## config.mk

```make
export PLATFORM = sky130hd
export DESIGN_NAME = shift_seq
export DESIGN_NICKNAME = d
export VERILOG_FILES = /design/src/rtl/shift_seq.sv
export SDC_FILE = /design/constraint.sdc
export NUM_CORES = 1
export LEC_CHECK = 0
export ABC_CLOCK_PERIOD_IN_PS = 1800
export BUFFER_PORTS_ARGS = -buffer_cell sky130_fd_sc_hd__buf_4
export CORE_MARGIN = 2
export CORE_UTILIZATION = 45
export CTS_CLUSTER_SIZE = 28
export DETAILED_ROUTE_END_ITERATION = 10
export PLACE_DENSITY_LB_ADDON = 0.3
export RECOVER_POWER = 100
export SLEW_MARGIN = 25
export SYNTH_ARGS = -nofsm -noshare
export SYNTH_HDL_FRONTEND = slang
export SYNTH_SLANG_ARGS = --single-unit
```

## constraint.sdc

```tcl
create_clock -name clk -period 1.8 [get_ports clk]
set_input_delay 0.36 -clock clk [delete_from_list [all_inputs] [get_ports clk]]
set_output_delay 0.36 -clock clk [all_outputs]
set_load 0.01 [all_outputs]
```

## src/rtl/shift_seq.sv

```systemverilog
// Multi-cycle shift sequencer: splits a 0-255 bit shift into per-cycle SHM/AR/ARX steps.
// Build option: define SHSEQ_BIGSTEP_EN for single 36-bit word moves on long shifts.
module shift_seq (
  input  logic       clk,
  input  logic       reset,
  input  logic       start,
  input  logic [7:0] count,
  input  logic       longShift,
  input  logic       abort,
  output logic [1:0] shSel,
  output logic [5:0] shCount,
  output logic       loadAR,
  output logic       loadARX,
  output logic       clearAR,
  output logic       clearARX,
  output logic       busy,
  output logic       done
);

  typedef enum logic [1:0] {S_IDLE, S_STEP, S_DONE} state_t;

  state_t     r_state, w_state_nxt;
  logic [7:0] r_rem, w_rem_nxt;
  logic       r_lng, w_lng_nxt;

  always_ff @(posedge clk or posedge reset) begin
    if (reset) begin
      r_state <= S_IDLE;
      r_rem   <= 8'd0;
      r_lng   <= 1'b0;
    end else begin
      r_state <= w_state_nxt;
      r_rem   <= w_rem_nxt;
      r_lng   <= w_lng_nxt;
    end
  end

  // Outputs depend only on registered state/rem, except abort which masks a step.
  always_comb begin
    w_state_nxt = r_state;
    w_rem_nxt   = r_rem;
    w_lng_nxt   = r_lng;
    shSel       = 2'b00;
    shCount     = 6'd0;
    loadAR      = 1'b0;
    loadARX     = 1'b0;
    clearAR     = 1'b0;
    clearARX    = 1'b0;
    busy        = 1'b0;
    done        = 1'b0;
    case (r_state)
      S_IDLE: begin
        if (start && !abort) begin
          w_rem_nxt   = count;
          w_lng_nxt   = longShift;
          w_state_nxt = (count != 8'd0) ? S_STEP : S_DONE;
        end
      end
      S_STEP: begin
        busy = 1'b1;
        if (abort) begin
          w_rem_nxt   = 8'd0;
          w_state_nxt = S_IDLE;
        end else begin
          if (r_lng && r_rem >= 8'd72) begin
            clearAR   = 1'b1;
            clearARX  = 1'b1;
            w_rem_nxt = 8'd0;
          end else if (!r_lng && r_rem >= 8'd36) begin
            clearAR   = 1'b1;
            w_rem_nxt = 8'd0;
`ifdef SHSEQ_BIGSTEP_EN
          end else if (r_rem >= 8'd36) begin
            // Whole-word move: ARX lands in AR, ARX becomes zero.
            shSel     = 2'b10;
            loadAR    = 1'b1;
            clearARX  = 1'b1;
            w_rem_nxt = r_rem - 8'd36;
`else
          end else if (r_rem >= 8'd36) begin
            shCount   = 6'd35;
            loadAR    = 1'b1;
            loadARX   = 1'b1;
            w_rem_nxt = r_rem - 8'd35;
`endif
          end else begin
            shCount   = r_rem[5:0];
            loadAR    = 1'b1;
            loadARX   = r_lng;
            w_rem_nxt = 8'd0;
          end
          w_state_nxt = (w_rem_nxt == 8'd0) ? S_DONE : S_STEP;
        end
      end
      S_DONE: begin
        busy        = 1'b1;
        done        = 1'b1;
        w_state_nxt = S_IDLE;
      end
      default: w_state_nxt = S_IDLE;
    endcase
  end

endmodule

```

==> metrics.md <==
| Metric | Value |
|---|---|
| Total Wirelength | 2.599 mm |
| Clk pin slew, worst setup/hold paths | about 0.070 ns |
| Total clock sinks | 11 |
| CP endpoint kind | output pin |
| Crit path time final | 2.284 ns |
| Antenna-violating nets left | 0 |
| Critical Path AT | 1.92 ns |
| Pleak | 0.0006235 µW |
| Leading area contributor after synthesis | dfrtp_1 |
| Die area | 2412 µm² |
| CP startpoint kind | flip-flop |
| Placed Cells | roughly 170 |
| Num rows | 16 |
| Slowest stage delay, CP | 0.44 ns |
| Top post-synthesis cells by count | inv_1, dfrtp_1, nor2_1, nand2_1 |
| Area share of the largest cell type after synthesis | 30.05% |
| DR vias | 999 |
| 1st-pass router iterations | 6 |
| Die W | 49.12 µm |
| Wire per inst | ~15 µm |
| RSZ-0062 raised after global routing | true |
| Main synth FF type | dfrtp_1 |
| Total power | 2360 µW |
| DRT iter0 DRCs | 30 |
| Max-Cap Viols | 0 |
| Worst path required time | 1.44 ns |
| Ant diodes | 0 |
| Post-Syn Area | between 900 and 1000 µm² |
| Status | finished with violations |
| # IOs | 27 |
| GPL Wtd Cong | 0.8018 |
| Drt drc | 0 |
| First-pass GRT wire length | 4.215 mm |
| Vias per cell | 5.644 |
| Avg Inst Size Synth | 8.403 µm² |
| Sequential area share after synthesis | between 30% and 40% |
| Worst Skew | 0.0007082 ns |
| Core Region | 1942 µm² |
| TritonCTS buffer count | 3 |
| Top Layer Used | met4 |
| Port buffer count | 24 |
| Synth top area cells | dfrtp_1, ha_1, inv_1 |
| CTS H-tree lvls | 1 |
| Flops & latches, synth | 11 |
| CP cell instances | o31a_1 > or4_4 > a21oi_4 > a21boi_4 > buf_6 |
| Share of layout cells above drive strength 1 | about two fifths |
| EDFF count, synth | 0 |
| Root Buffer | clkbuf_4 |
| Reg2Reg Depth | 6 |
| Worst IR drop on VDD | 1051 µV |
| Max Fclk | roughly 440 MHz |
| GRT overflow | 0 |
| Distinct cell type count after synthesis | 42 |
| Met3 Wirelength | 149 µm |
| Crit path kind | reg -> out |
| Power Density | approximately 1800 nW/µm² |
| Setup-failing EPs final | 10 |
| Yosys warns | 0 |
| M1 WL | 1.033 mm |
| Clk buf depth | 2 |
| Failing checks | negative setup slack |
| Tcrit/Tclk final | 126.9% |
| Max Transition Viols Final | 0 |
| Fin Setup TNS | -3.729 ns |
| Final core occ | between 60% and 70% |
| Vias in the first global route | 946 |
| Hold Slack | about 0.085 ns |
| Final Hold Viols | 0 |
| CTS tree | yes |
| Met2 wire len | 1.338 mm |
| Worst-path fanout max | 4 |
| Count leader, synth | inv_1 |
| Fill cells | 167 |
| Initial antenna violation count | 0 |
| Slowest stage cell, crit path | or4_4 |
| FFs w/ async S/R, synth | 100.0% |
| Area Growth Syn to Fin | 45.63% |
| Worst-Skew Late Latency | 0.27 ns |
| Starting Density | 47.16% |
| Overall Global Routing Usage | 22.72% |
| Non-Filler Instances | 177 |
| Post-Synthesis Cells | 109 |
| Detailed placer's ending HPWL | between 1.5 and 2 mm |
| Worst hold-check path type | in -> async |
| Largest net degree at the start of global routing | 12 |
| Final-stage net count | 169 |
| Final setup margin | -0.4838 ns |
| Die H | 49.12 µm |
registers in the layout (all words and copies together), names as in the netlist:
signal,flops
r_lng,1
r_rem,8
r_state,2
power by group:
group	total (µW)	internal (µW)	switching (µW)	leakage, µW
clock network	178	85.9	91.6	0.0000150
logic	1730	821	910	0.000473
registers	451	366	85.3	0.000135
through the flow:
stage	area, µm²	worst slack, ns
2_1_floorplan	934.6	-0.1194
3_3_place_gp	1216	-0.1190
3_5_place_dp	1216	-0.1638
4_1_cts	1265	-0.4664
5_1_grt	1334	-0.5597
6_report	1334	-0.4838
layout make-up:
type,instances,area [µm²],share of cell area (%)
Timing Repair Buffer,43,351.6,26.36
Multi-Input combinational cell,80,601.8,45.12
Clock buffer,4,26.28,1.970
Tap cell,27,33.78,2.533
Sequential cell,11,275.3,20.64
Inverter,12,45.04,3.377
repair_timing:
item | CTS | global route
cloned | 0 | 1
gates resized for setup | 4 | 13
setup endpoints to repair | 10 | 17
hold buffers | 0 | 0
buffers inserted | 1 | 2
pin swaps | 0 | 6
kinds of logic (layout without fill, tap and decap cells):
| group | Yosys count | after routing | share of synthesized area (%) |
|---|---|---|---|
| and+or+nand+nor | 37 | 37 | 22.54 |
| AOI/OAI and AO/OA | 33 | 33 | 27.19 |
| buffers and inverters | 19 | 59 | 9.835 |
| DFF | 11 | 11 | 30.05 |
| adders and majority gates | 5 | 5 | 6.831 |
| xor gates and xnor gates | 2 | 2 | 1.913 |
| other | 1 | 2 | 0.4094 |
| muxes | 1 | 1 | 1.229 |
worst paths after layout:
| path | slack [ns] | start | end |
|---|---|---|---|
| worst max-delay path | -0.48 | r_rem[3]$_DFFE_PP0P_ | shCount[1] |
| worst min-delay path | 0.08 | reset | r_state[1]$_DFFE_PP0P_ |
| worst max register to register | 0.02 | r_rem[3]$_DFFE_PP0P_ | r_rem[3]$_DFFE_PP0P_ |
| worst min register to register | 0.60 | r_rem[1]$_DFFE_PP0P_ | r_rem[1]$_DFFE_PP0P_ |
| max in group asynchronous | 1.41 | reset | r_rem[4]$_DFFE_PP0P_ |
| min in group clk | 0.35 | longShift | r_lng$_DFFE_PP0P_ |
per-layer routing:
metal | up-vias | global-route usage (%)
li1 | 474 | -
met1 | 458 | 28.21
met2 | 57 | 38.51
met3 | 10 | 2.761
met4 | 0 | 11.43
met5 | - | 0
critical path, delay by kind of cell, from the launching register on:
family | cells | cell delay, ns
AOI/OAI and AO/OA | 3 | 0.70
buffers and inverters | 1 | 0.11
DFF | 1 | 0.39
and+or+nand+nor | 1 | 0.44
cells in the final DEF (no fill, tap or decap), types with 3 or more instances in the layout:
cell       n
buf_4     31
inv_1     12
dfrtp_1   11
buf_6      7
nor2_1     6
nand2_1    6
a32oi_1    5
a31oi_1    5
ha_1       5
a21oi_1    4
o21ai_0    4
clkbuf_4   4
o22ai_1    3
and3_4     3
clkbuf_1   3
(Power assumes the default switching activity.)
